File: src/rtl/mc_sequencer_if.sv
// ---------------------------------------------------------------------------
// mc_sequencer_if
// Bundle between the multicycle control sequencer and its datapath.
//   From datapath : op[5:0], funct[5:0], zero, memready
//   To datapath   : iord, irwrite, memwrite, regwrite, pcen, regdst,
//                   memtoreg, alusrca, alusrcb[1:0], pcsrc[1:0],
//                   alucontrol[2:0], state[3:0], instrdone
// master = sequencer side, slave = datapath side.
// ---------------------------------------------------------------------------
interface mc_sequencer_if;
    logic [5:0] op;
    logic [5:0] funct;
    logic       zero;
    logic       memready;
    logic       iord;
    logic       irwrite;
    logic       memwrite;
    logic       regwrite;
    logic       pcen;
    logic       regdst;
    logic       memtoreg;
    logic       alusrca;
    logic [1:0] alusrcb;
    logic [1:0] pcsrc;
    logic [2:0] alucontrol;
    logic [3:0] state;
    logic       instrdone;

    modport master (
        input  op, funct, zero, memready,
        output iord, irwrite, memwrite, regwrite, pcen, regdst, memtoreg,
               alusrca, alusrcb, pcsrc, alucontrol, state, instrdone
    );

    modport slave (
        output op, funct, zero, memready,
        input  iord, irwrite, memwrite, regwrite, pcen, regdst, memtoreg,
               alusrca, alusrcb, pcsrc, alucontrol, state, instrdone
    );
endinterface

File: src/rtl/mc_sequencer.sv
// ---------------------------------------------------------------------------
// mc_sequencer
// Control FSM for a multicycle MIPS-style datapath (lw, sw, R-type, beq,
// bne, addi, ori, j). Only the state register is sequential; every control
// output is decoded combinationally from state, op, funct, zero, memready.
//   clk   : clock, rising edge
//   reset : synchronous active-high reset
//   bus   : mc_sequencer_if.master (opcode/flags in, control strobes out)
// ---------------------------------------------------------------------------
module mc_sequencer (
    input  logic                  clk,
    input  logic                  reset,
    mc_sequencer_if.master        bus
);

    typedef enum logic [3:0] {
        S_FETCH   = 4'd0,
        S_DECODE  = 4'd1,
        S_MEMADR  = 4'd2,
        S_MEMRD   = 4'd3,
        S_MEMWB   = 4'd4,
        S_MEMWR   = 4'd5,
        S_EXECUTE = 4'd6,
        S_ALUWB   = 4'd7,
        S_BRANCH  = 4'd8,
        S_IMMEX   = 4'd9,
        S_IMMWB   = 4'd10,
        S_JUMP    = 4'd11
    } state_t;

    localparam logic [5:0] OP_RTYPE = 6'b000000;
    localparam logic [5:0] OP_LW    = 6'b100011;
    localparam logic [5:0] OP_SW    = 6'b101011;
    localparam logic [5:0] OP_BEQ   = 6'b000100;
    localparam logic [5:0] OP_BNE   = 6'b000101;
    localparam logic [5:0] OP_ADDI  = 6'b001000;
    localparam logic [5:0] OP_ORI   = 6'b001101;
    localparam logic [5:0] OP_J     = 6'b000010;

    state_t state_q, state_d;

    // Returns {mapped, alucontrol}; unmapped functs report 0 with add.
    function automatic logic [3:0] funct_map(input logic [5:0] f);
        case (f)
            6'b100000: funct_map = 4'b1_010;
            6'b100010: funct_map = 4'b1_110;
            6'b100100: funct_map = 4'b1_000;
            6'b100101: funct_map = 4'b1_001;
            6'b101010: funct_map = 4'b1_111;
            default:   funct_map = 4'b0_010;
        endcase
    endfunction

    logic [3:0] fmap;
    assign fmap = funct_map(bus.funct);

    always_ff @(posedge clk) begin
        if (reset) state_q <= S_FETCH;
        else       state_q <= state_d;
    end

    always_comb begin
        state_d        = state_q;
        bus.iord       = 1'b0;
        bus.irwrite    = 1'b0;
        bus.memwrite   = 1'b0;
        bus.regwrite   = 1'b0;
        bus.pcen       = 1'b0;
        bus.regdst     = 1'b0;
        bus.memtoreg   = 1'b0;
        bus.alusrca    = 1'b0;
        bus.alusrcb    = 2'b00;
        bus.pcsrc      = 2'b00;
        bus.alucontrol = 3'b010;
        bus.instrdone  = 1'b0;

        case (state_q)
            S_FETCH: begin
                bus.alusrcb = 2'b01;
                bus.irwrite = bus.memready;
                bus.pcen    = bus.memready;
                if (bus.memready) state_d = S_DECODE;
            end
            S_DECODE: begin
                bus.alusrcb = 2'b11;
                case (bus.op)
                    OP_LW, OP_SW:     state_d = S_MEMADR;
                    OP_RTYPE:         state_d = S_EXECUTE;
                    OP_BEQ, OP_BNE:   state_d = S_BRANCH;
                    OP_ADDI, OP_ORI:  state_d = S_IMMEX;
                    OP_J:             state_d = S_JUMP;
                    default: begin
                        // Unsupported opcode retires as a no-op.
                        state_d       = S_FETCH;
                        bus.instrdone = 1'b1;
                    end
                endcase
            end
            S_MEMADR: begin
                bus.alusrca = 1'b1;
                bus.alusrcb = 2'b10;
                state_d     = (bus.op == OP_LW) ? S_MEMRD : S_MEMWR;
            end
            S_MEMRD: begin
                bus.iord = 1'b1;
                if (bus.memready) state_d = S_MEMWB;
            end
            S_MEMWB: begin
                bus.memtoreg  = 1'b1;
                bus.regwrite  = 1'b1;
                bus.instrdone = 1'b1;
                state_d       = S_FETCH;
            end
            S_MEMWR: begin
                bus.iord     = 1'b1;
                bus.memwrite = 1'b1;
                if (bus.memready) begin
                    bus.instrdone = 1'b1;
                    state_d       = S_FETCH;
                end
            end
            S_EXECUTE: begin
                bus.alusrca    = 1'b1;
                bus.alucontrol = fmap[2:0];
                if (fmap[3]) begin
                    state_d = S_ALUWB;
                end else begin
                    bus.instrdone = 1'b1;
                    state_d       = S_FETCH;
                end
            end
            S_ALUWB: begin
                bus.regdst     = 1'b1;
                bus.regwrite   = 1'b1;
                bus.instrdone  = 1'b1;
                bus.alucontrol = fmap[2:0];
                state_d        = S_FETCH;
            end
            S_BRANCH: begin
                bus.alusrca    = 1'b1;
                bus.alucontrol = 3'b110;
                bus.pcsrc      = 2'b01;
                bus.instrdone  = 1'b1;
                if (bus.op == OP_BEQ)      bus.pcen = bus.zero;
                else if (bus.op == OP_BNE) bus.pcen = ~bus.zero;
                state_d = S_FETCH;
            end
            S_IMMEX: begin
                bus.alusrca    = 1'b1;
                bus.alusrcb    = 2'b10;
                bus.alucontrol = (bus.op == OP_ORI) ? 3'b001 : 3'b010;
                state_d        = S_IMMWB;
            end
            S_IMMWB: begin
                bus.regwrite   = 1'b1;
                bus.instrdone  = 1'b1;
                bus.alucontrol = (bus.op == OP_ORI) ? 3'b001 : 3'b010;
                state_d        = S_FETCH;
            end
            S_JUMP: begin
                bus.pcsrc     = 2'b10;
                bus.pcen      = 1'b1;
                bus.instrdone = 1'b1;
                state_d       = S_FETCH;
            end
            default: state_d = S_FETCH;
        endcase

        // Reset masks every side-effecting strobe; mux selects still decode.
        if (reset) begin
            bus.pcen      = 1'b0;
            bus.irwrite   = 1'b0;
            bus.regwrite  = 1'b0;
            bus.memwrite  = 1'b0;
            bus.instrdone = 1'b0;
        end
    end

    assign bus.state = state_q;

endmodule

File: src/flat_wrapper.sv
// flat-port wrapper written by rule: the top's interface ports become plain ports
module mc_sequencer_flat 
  (clk, reset, bus_op, bus_funct, bus_zero, bus_memready, bus_iord, bus_irwrite, bus_memwrite, bus_regwrite, bus_pcen, bus_regdst, bus_memtoreg, bus_alusrca, bus_alusrcb, bus_pcsrc, bus_alucontrol, bus_state, bus_instrdone);
  mc_sequencer_if bus_i ();
  input  logic clk;
  input  logic reset;
  input wire logic [$bits(bus_i.op)-1:0] bus_op;
  input wire logic [$bits(bus_i.funct)-1:0] bus_funct;
  input wire logic [$bits(bus_i.zero)-1:0] bus_zero;
  input wire logic [$bits(bus_i.memready)-1:0] bus_memready;
  output wire logic [$bits(bus_i.iord)-1:0] bus_iord;
  output wire logic [$bits(bus_i.irwrite)-1:0] bus_irwrite;
  output wire logic [$bits(bus_i.memwrite)-1:0] bus_memwrite;
  output wire logic [$bits(bus_i.regwrite)-1:0] bus_regwrite;
  output wire logic [$bits(bus_i.pcen)-1:0] bus_pcen;
  output wire logic [$bits(bus_i.regdst)-1:0] bus_regdst;
  output wire logic [$bits(bus_i.memtoreg)-1:0] bus_memtoreg;
  output wire logic [$bits(bus_i.alusrca)-1:0] bus_alusrca;
  output wire logic [$bits(bus_i.alusrcb)-1:0] bus_alusrcb;
  output wire logic [$bits(bus_i.pcsrc)-1:0] bus_pcsrc;
  output wire logic [$bits(bus_i.alucontrol)-1:0] bus_alucontrol;
  output wire logic [$bits(bus_i.state)-1:0] bus_state;
  output wire logic [$bits(bus_i.instrdone)-1:0] bus_instrdone;
  assign bus_i.op = bus_op;
  assign bus_i.funct = bus_funct;
  assign bus_i.zero = bus_zero;
  assign bus_i.memready = bus_memready;
  assign bus_iord = bus_i.iord;
  assign bus_irwrite = bus_i.irwrite;
  assign bus_memwrite = bus_i.memwrite;
  assign bus_regwrite = bus_i.regwrite;
  assign bus_pcen = bus_i.pcen;
  assign bus_regdst = bus_i.regdst;
  assign bus_memtoreg = bus_i.memtoreg;
  assign bus_alusrca = bus_i.alusrca;
  assign bus_alusrcb = bus_i.alusrcb;
  assign bus_pcsrc = bus_i.pcsrc;
  assign bus_alucontrol = bus_i.alucontrol;
  assign bus_state = bus_i.state;
  assign bus_instrdone = bus_i.instrdone;
  mc_sequencer u_core (.clk(clk), .reset(reset), .bus(bus_i));
endmodule
File: config.mk
export PLATFORM = sky130hd
export DESIGN_NAME = mc_sequencer_flat
export DESIGN_NICKNAME = d
export VERILOG_FILES = /design/src/rtl/mc_sequencer_if.sv /design/src/rtl/mc_sequencer.sv /design/src/flat_wrapper.sv
export SDC_FILE = /design/constraint.sdc
export NUM_CORES = 1
export LEC_CHECK = 0
export CAP_MARGIN = 40
export CORE_MARGIN = 5
export CORE_UTILIZATION = 39
export CTS_BUF_LIST = sky130_fd_sc_hd__clkbuf_8
export CTS_CLUSTER_SIZE = 8
export DETAILED_ROUTE_END_ITERATION = 6
export PLACE_DENSITY = 0.88
export SLEW_MARGIN = 20
export SYNTH_ARGS = -nofsm -noshare
export SYNTH_HDL_FRONTEND = slang
export SYNTH_SLANG_ARGS = --single-unit
File: constraint.sdc
create_clock -name clk -period 2 [get_ports clk]
set_input_delay 0.2 -clock clk [delete_from_list [all_inputs] [get_ports clk]]
set_output_delay 0.2 -clock clk [all_outputs]
set_load 0.01 [all_outputs]
==> metrics.txt, run 1 <==
worst slew margin relative to its limit 0.734; CP max-delay cell sky130_fd_sc_hd__or4_4; cell total after placement roughly 180; Highest Clock Rate 507 MHz; remaining global-route overflow 0; switching share of power 0.297; drt first-iter violations 51; antenna violations before repair 0; via/cell ratio roughly 6.1; number of filler cells placed in the layout 75; post-placement worst setup slack -0.577 ns; crit path buf inv count 2; endpoint with the worst hold slack u_core.bus.state[3]; final critical-path share of the clock period 0.985; crit-path max cell delay around 0.55 ns; final number of max-transition violations 0; Post-Route WL roughly 3400 um; hold path start bus_op[5]; overall via count from detail_route roughly 1100; number of antenna-violating nets in the routed design 0; FF+latch count, synth 4; starting density of the core 0.417; TritonCTS buffer count 3; clock power share 0.396; level count of the clock H-tree 1; number of buffers inserted by port buffering 35; maximum vdd ir drop slightly below 0.0003 V; fraction of final layout cells sized beyond drive strength 1 0.418; number of global-route vias before repair ~1100; Clk pin slew, worst setup/hold paths 0.03 ns; Routed WL per cell 18.6 um; DRC errors left 0; unrepaired setup endpoints after global routing yes; post-synthesis cell type count 39; Final Wtd Congestion slightly above 0.9; num ports 36; GRT Total Usage 0.241; net switching power between 0.1 and 0.15 mW; source of the worst register-to-register timing path u_core.bus.state[0]; core area about 1500 sq um; mean post-synth cell area approximately 6.6 sq um; synth cell count leaders sky130_fd_sc_hd__nor2_1, sky130_fd_sc_hd__inv_1; critical path startpoint bus_op[4]; Tmin final 1.97 ns; post-layout util 0.894; latest clock arrival within the worst-skew pair approximately 0.22 ns; share of the yosys chip area belonging to registers 0.126; type of destination of the critical path output pin; total power ~0.45 mW; fraction of synthesized cell area taken by the top area cell type 0.126; horizontal extent of the die 50.4 um; antenna diode count 0; post-synthesis async set-or-reset flop share 0; transition time at the pin with the least slew margin around 0.4 ns; biggest area contributors in the synthesized netlist sky130_fd_sc_hd__dfxtp_1, sky130_fd_sc_hd__nor2_1, sky130_fd_sc_hd__xnor2_1, sky130_fd_sc_hd__nand2b_1, sky130_fd_sc_hd__a21oi_1; critical path type input pin to output pin; maximum number of pins on one net before global-route repair 13; CTS Sinks 4; Yosys warning count 0; Std-Cell Rows 14; part of the total power dissipated in combinational logic 0.411; buffer cell driving the clock tree root sky130_fd_sc_hd__clkbuf_8; post-route setup slack 0.0291 ns; Int Power 0.313 mW; Setup Skew between 0.008 and 0.009 ns; vertical die dimension roughly 50 um; sort of element at the start of the critical path input pin; die area about 2500 sq um; Largest register FFs 4; worst hold-check path type input pin to flop; Power Density 327 nW/um^2; ordered list of cells on the worst path clkdlybuf4s15_1 -> or4b_4 -> or4_4 -> a21boi_2 -> buf_2; fin nets 183; Final Instance Count excl. Fillers 181; required time at the endpoint of the critical path 1.80 ns; Layout area overhead 114%; top_reg_cell synth sky130_fd_sc_hd__dfxtp_1; Final setup viols 0; arrival time at the worst endpoint about 1.8 ns; number of maximum-capacitance violations 0; most frequently used cell type in the post-synthesis netlist sky130_fd_sc_hd__nor2_1; Worst Reg-to-Reg Cells 5; Synth Cell Area around 640 sq um; drt first pass iters 4; leakage power ~0.59 nW; Reg-to-Reg End u_core.bus.state[1]; maximum buffer depth of the clock tree 2; Post-synth EDFFs 0; top cell family by delay on the critical path simple AND/OR/NAND/NOR gates; Net Count, Synth roughly 110; library cell occupying the most area in the post-synthesis netlist sky130_fd_sc_hd__dfxtp_1; number of hold-slack violations in the final timing report 0; cell count after synthesis 96; biggest fanout along the worst timing path 2; run status completed; worst reg2reg setup slack approximately 0.23 ns; CTS Hold Bufs 0; CTS tree done; first-pass GRT wire length approximately 4800 um; Hold Path Cell Cnt 6; fraction of power consumed by sequential logic 0.193; Detail Placement HPWL between 2000 and 2500 um
kinds of logic (layout without fill, tap and decap cells):
logic type,Yosys count,count (layout),share of synthesized area
flip-flops,4,4,0.126
multiplexers,1,1,0.0177
buffers and inverters,12,81,0.0748
AND/OR/NAND/NOR,51,51,0.453
XOR/XNOR,5,5,0.0689
AO/OA/AOI/OAI,23,23,0.260
worst max path at each step:
stage	cells past startpoint	endpoint
after floorplan	4	bus_alucontrol[2]
after global placement	5	bus_alucontrol[0]
after detailed placement	5	bus_alucontrol[0]
after CTS	5	bus_alucontrol[1]
after global routing	5	bus_instrdone
final	5	bus_alucontrol[1]
layout make-up:
cell class              instances  area [sq um]  area share
repair buffers                 72           599       0.440
multi-input cells              80           597       0.438
flip-flops and latches          4          82.6      0.0606
clock buffers                   3          41.3      0.0303
inverters                       6          22.5      0.0165
well taps                      16          20.0      0.0147
power groups by stage:
stage	clock network, mW	logic [mW]	registers [mW]
2_1_floorplan	0	0.0560	0.0870
4_1_cts	0.170	0.169	0.0849
3_3_place_gp	0	0.159	0.0859
3_5_place_dp	0	0.166	0.0859
5_1_grt	0.183	0.194	0.0860
6_report	0.176	0.183	0.0859
through the flow:
step / cell area [sq um] / setup TNS (ns) / hold WS [ns]
after floorplan: 636 / 0 / 0.290
after global placement: 1250 / -2.24 / 0.708
after detailed placement: 1250 / -2.39 / 0.708
after CTS: 1330 / 0 / 0.623
after global routing: 1360 / -0.101 / 0.631
final: 1360 / 0 / 0.600
routing by layer:
| metal | track usage | wire length, um | vias up |
|---|---|---|---|
| met5 | 0 | 0 | - |
| met4 | 0.0894 | 130 | 0 |
| met3 | 0.0325 | 244 | 18 |
| met2 | 0.464 | 1700 | 75 |
| met1 | 0.259 | 1300 | 511 |
| li1 | - | - | 498 |
worst reg2reg max path, delay by kind of cell, from the launching register on:
family	cells	cell delay, ns
compound gates	2	0.31
buf+inv	1	0.15
flops	1	0.34
simple gates	2	0.88
placed cells by master (no fill, tap or decap), drive strengths merged, types with 2 or more instances in the layout:
master         instances
xnor2                  4
clkdlybuf4s50         20
or4                    3
nor4b                  2
a32oi                  2
dfxtp                  4
nor4                   2
nor2b                  2
nand3                  3
clkbuf                 4
o21ai                  3
buf                   41
nor3                   5
nor2                  13
dlygate4sd2            7
and3                   2
a2111oi                2
nand2                  5
nand2b                 5
inv                    6
clkdlybuf4s15          3
nor3b                  3
a31oi                  2
or4b                   2
a21oi                  5
or3                    2
timing repair:
| action | 4_1_cts | 5_1_grt |
|---|---|---|
| endpoints found under the setup margin | 8 | 7 |
| hold endpoints to repair | 0 | 0 |
| pin swaps | 4 | 4 |
| gates resized for setup | 45 | 12 |
| setup buffers | 0 | 1 |
Note: power is estimated with default switching activity, not from simulation.
==> run 2: changes to the inputs <==
--- a/config.mk
+++ b/config.mk
@@ -5,13 +5,14 @@
 export SDC_FILE = /design/constraint.sdc
 export NUM_CORES = 1
 export LEC_CHECK = 0
+export ABC_AREA = 1
 export CAP_MARGIN = 40
 export CORE_MARGIN = 5
-export CORE_UTILIZATION = 39
+export CORE_UTILIZATION = 42
 export CTS_BUF_LIST = sky130_fd_sc_hd__clkbuf_8
 export CTS_CLUSTER_SIZE = 8
 export DETAILED_ROUTE_END_ITERATION = 6
-export PLACE_DENSITY = 0.88
+export PLACE_DENSITY = 0.89
 export SLEW_MARGIN = 20
 export SYNTH_ARGS = -nofsm -noshare
 export SYNTH_HDL_FRONTEND = slang
==> run 2 against run 1 <==
Setup slack improved by 0.038 ns. Maximum frequency rose by 2.0%. Area after synthesis rose by 16%. Die area rose by 6.4%. Sequential cell count did not move. Routed wire length fell by 28%. Synthesized cell count rose by 56%. Global-route usage fell by 7.0 points. Non-clock buffer count fell by 26. Clock power fell by 6%. Final area fell by 8.2%. Count of clock-buffer cells in the layout did not move. Critical endpoint is now bus_instrdone. Largest cell class is now multi-input gates. Largest power group is now the clock network.
==> metrics.txt, run 2 <==
run status completed; Hold Path Cell Cnt 6 (unchanged); leading cell type in the layout, fill and taps excluded sky130_fd_sc_hd__nand2_1; CTS Sinks 4 (unchanged); via/cell ratio 4.91 (-19%); number of maximum-capacitance violations 0 (unchanged); antenna diode count 0 (unchanged); CTS tree done; Clk pin slew, worst setup/hold paths 0.03 ns (about the same); maximum vdd ir drop 0.000680 V (+130%); Synth Cell Area 739 sq um (+16%); core area 1710 sq um (+12%); ordered list of cells on the worst path inv_1 -> or2_4 -> nor2_4 -> inv_1 -> nand4_1 -> a21oi_1 -> a21oi_1 -> dlygate4sd2_1; number of global-route vias before repair 913 (-14%); top_reg_cell synth sky130_fd_sc_hd__dfxtp_1; latest clock arrival within the worst-skew pair 0.21 ns (about the same); highest-count cells in the layout ignoring fill and taps sky130_fd_sc_hd__nand2_1, sky130_fd_sc_hd__nor2_1, sky130_fd_sc_hd__clkdlybuf4s50_1; post-placement worst setup slack -0.198 ns (+0.380 ns); horizontal extent of the die 52.0 um (+3.2%); fraction of synthesized cell area taken by the top area cell type 0.188 (+0.0618); starting density of the core 0.433 (+0.0159); final critical-path share of the clock period 0.967 (-0.0189); TritonCTS buffer count 3 (unchanged); biggest area contributors in the synthesized netlist sky130_fd_sc_hd__nand2_1, sky130_fd_sc_hd__nor2_1, sky130_fd_sc_hd__inv_1, sky130_fd_sc_hd__dfxtp_1, sky130_fd_sc_hd__nand3_1; post-route cell area 1250 sq um (-8.2%); Routed WL per cell 10.8 um (-42%); final worst hold slack 0.621 ns (+0.0209 ns); cell count after synthesis 150 (+56%); Power Density 334 nW/um^2 (+2.4%); overall via count from detail_route 1095 (-0.64%); critical path type flop to output pin; post-route setup slack 0.0670 ns (+0.0378 ns); type of destination of the critical path output pin; post-placement cell area 1180 sq um (-5.9%); Net Count, Synth 166 (+48%); num ports 36 (unchanged); number of buffers inserted by port buffering 35 (unchanged); buffer cell driving the clock tree root sky130_fd_sc_hd__clkbuf_8; hold path start bus_op[0]; Reg-to-Reg End u_core.bus.state[2]; Setup Skew 0.00592 ns (-0.00226 ns); leakage power 0.694 nW (+17%); Final setup viols 0 (unchanged); Tmin final 1.93 ns (-0.0378 ns); maximum buffer depth of the clock tree 2 (unchanged); final number of max-transition violations 0 (unchanged); required time at the endpoint of the critical path 1.80 ns (about the same); post-synthesis cell type count 18 (-54%); remaining global-route overflow 0 (unchanged); FF+latch count, synth 4 (unchanged); transition time at the pin with the least slew margin 0.299 ns (-0.0975 ns); Post-Route WL 2410 um (-28%); Largest register FFs 4 (unchanged); synth cell count leaders sky130_fd_sc_hd__nand2_1, sky130_fd_sc_hd__nor2_1, sky130_fd_sc_hd__inv_1; antenna violations before repair 0 (unchanged); Worst Reg-to-Reg Cells 8 (+3); library cell occupying the most area in the post-synthesis netlist sky130_fd_sc_hd__nand2_1; DRC errors left 0 (unchanged); share of the yosys chip area belonging to registers 0.108 (-0.0177); Post-synth EDFFs 0 (unchanged); worst reg2reg setup slack 0.66 ns (+0.43 ns); maximum number of pins on one net before global-route repair 9 (-4); arrival time at the worst endpoint 1.73 ns (-0.04 ns); vertical die dimension 52.0 um (+3.2%); number of hold-slack violations in the final timing report 0 (unchanged); Detail Placement HPWL 1970 um (-11%); CP max-delay cell sky130_fd_sc_hd__dfxtp_1; fraction of final layout cells sized beyond drive strength 1 0.172 (-0.246); top cell family by delay on the critical path simple AND/OR/NAND/NOR gates; most frequently used cell type in the post-synthesis netlist sky130_fd_sc_hd__nand2_1; sort of element at the start of the critical path flop; post-synthesis async set-or-reset flop share 0 (unchanged); source of the worst register-to-register timing path u_core.bus.state[2]; biggest fanout along the worst timing path 4 (+2); endpoint with the worst hold slack u_core.bus.state[3]; number of filler cells placed in the layout 138 (+84%); unrepaired setup endpoints after global routing yes; worst slew margin relative to its limit 0.800 (+0.0664); drt first pass iters 4 (unchanged); Std-Cell Rows 15 (+1); Layout area overhead 69.2%; drt first-iter violations 31 (-39%); Final Wtd Congestion 0.891 (-2.8%); GRT Total Usage 0.171 (-0.0701); crit path buf inv count 3 (+1); mean post-synth cell area 4.93 sq um (-26%); Highest Clock Rate 517 MHz (+2.0%); crit-path max cell delay 0.37 ns (-0.18 ns); fin nets 216 (+18%); worst hold-check path type input pin to flop; level count of the clock H-tree 1 (unchanged); first-pass GRT wire length 3620 um (-25%); Yosys warning count 0 (unchanged); die area 2700 sq um (+6.4%); number of antenna-violating nets in the routed design 0 (unchanged)
[run 2: power breakdown]
part	switching, mW	total (mW)	internal, mW
sequential	0.00348	0.0873	0.0838
clock	0.0382	0.166	0.128
combinational	0.0855	0.165	0.0796
total	0.127	0.418	0.291
[run 2: layout make-up]
| class | instances | area (sq um) | area share |
|---|---|---|---|
| tap | 25 | 31.3 | 0.0250 |
| multi-input combinational | 116 | 557 | 0.445 |
| sequential | 4 | 81.3 | 0.0650 |
| clock buffer | 3 | 41.3 | 0.0330 |
| inverter | 29 | 109 | 0.0870 |
| timing repair buffer | 46 | 432 | 0.345 |
[run 2: how the worst max path moves through the flow]
| stage | cells after the start | from | end |
|---|---|---|---|
| floorplan | 7 | u_core.bus.state[3] | bus_instrdone |
| global placement | 9 | bus_op[5] | bus_pcen |
| detailed placement | 9 | bus_op[5] | bus_pcen |
| CTS | 7 | u_core.bus.state[3] | bus_alusrca |
| global route | 8 | bus_op[3] | bus_instrdone |
| finish | 8 | u_core.bus.state[3] | bus_instrdone |
[run 2: cells by family (layout without fill, tap and decap cells)]
kind of cell	Yosys count	in the layout	synth area share
AND/OR/NAND/NOR	100	100	0.614
buffers and inverters	30	78	0.152
AO/OA/AOI/OAI	16	16	0.125
flip-flops	4	4	0.108
[run 2: tightest hold or removal path, delay by kind of cell]
| kind | cells | cell delay (ns) |
|---|---|---|
| AO/OA/AOI/OAI | 2 | 0.23 |
| buffers and inverters | 1 | 0.14 |
| AND/OR/NAND/NOR | 3 | 0.21 |
[run 2: what timing repair did]
item | 4_1_cts | 5_1_grt
hold buffers | 0 | 0
setup endpoints to repair | 5 | 8
pin swaps | 1 | 3
setup buffers | 2 | 1
gates resized for setup | 5 | 11
[run 2: per-layer routing]
metal | wire [um] | part of all wire | track usage | up-vias
met5 | 0 | 0 | 0 | -
met3 | 131 | 0.054 | 0.0430 | 0
li1 | - | - | - | 568
met4 | 0 | 0 | 0 | 0
met1 | 1040 | 0.43 | 0.211 | 490
met2 | 1240 | 0.51 | 0.312 | 37
[run 2: stage by stage]
step	setup TNS, ns	power, mW	util	std cells
5_1_grt	-0.0244	0.448	0.733	223
3_3_place_gp	-0.322	0.249	0.689	217
4_1_cts	0	0.420	0.719	222
2_1_floorplan	0	0.167	-	150
6_report	0	0.418	0.733	223
3_5_place_dp	-0.619	0.253	0.689	217
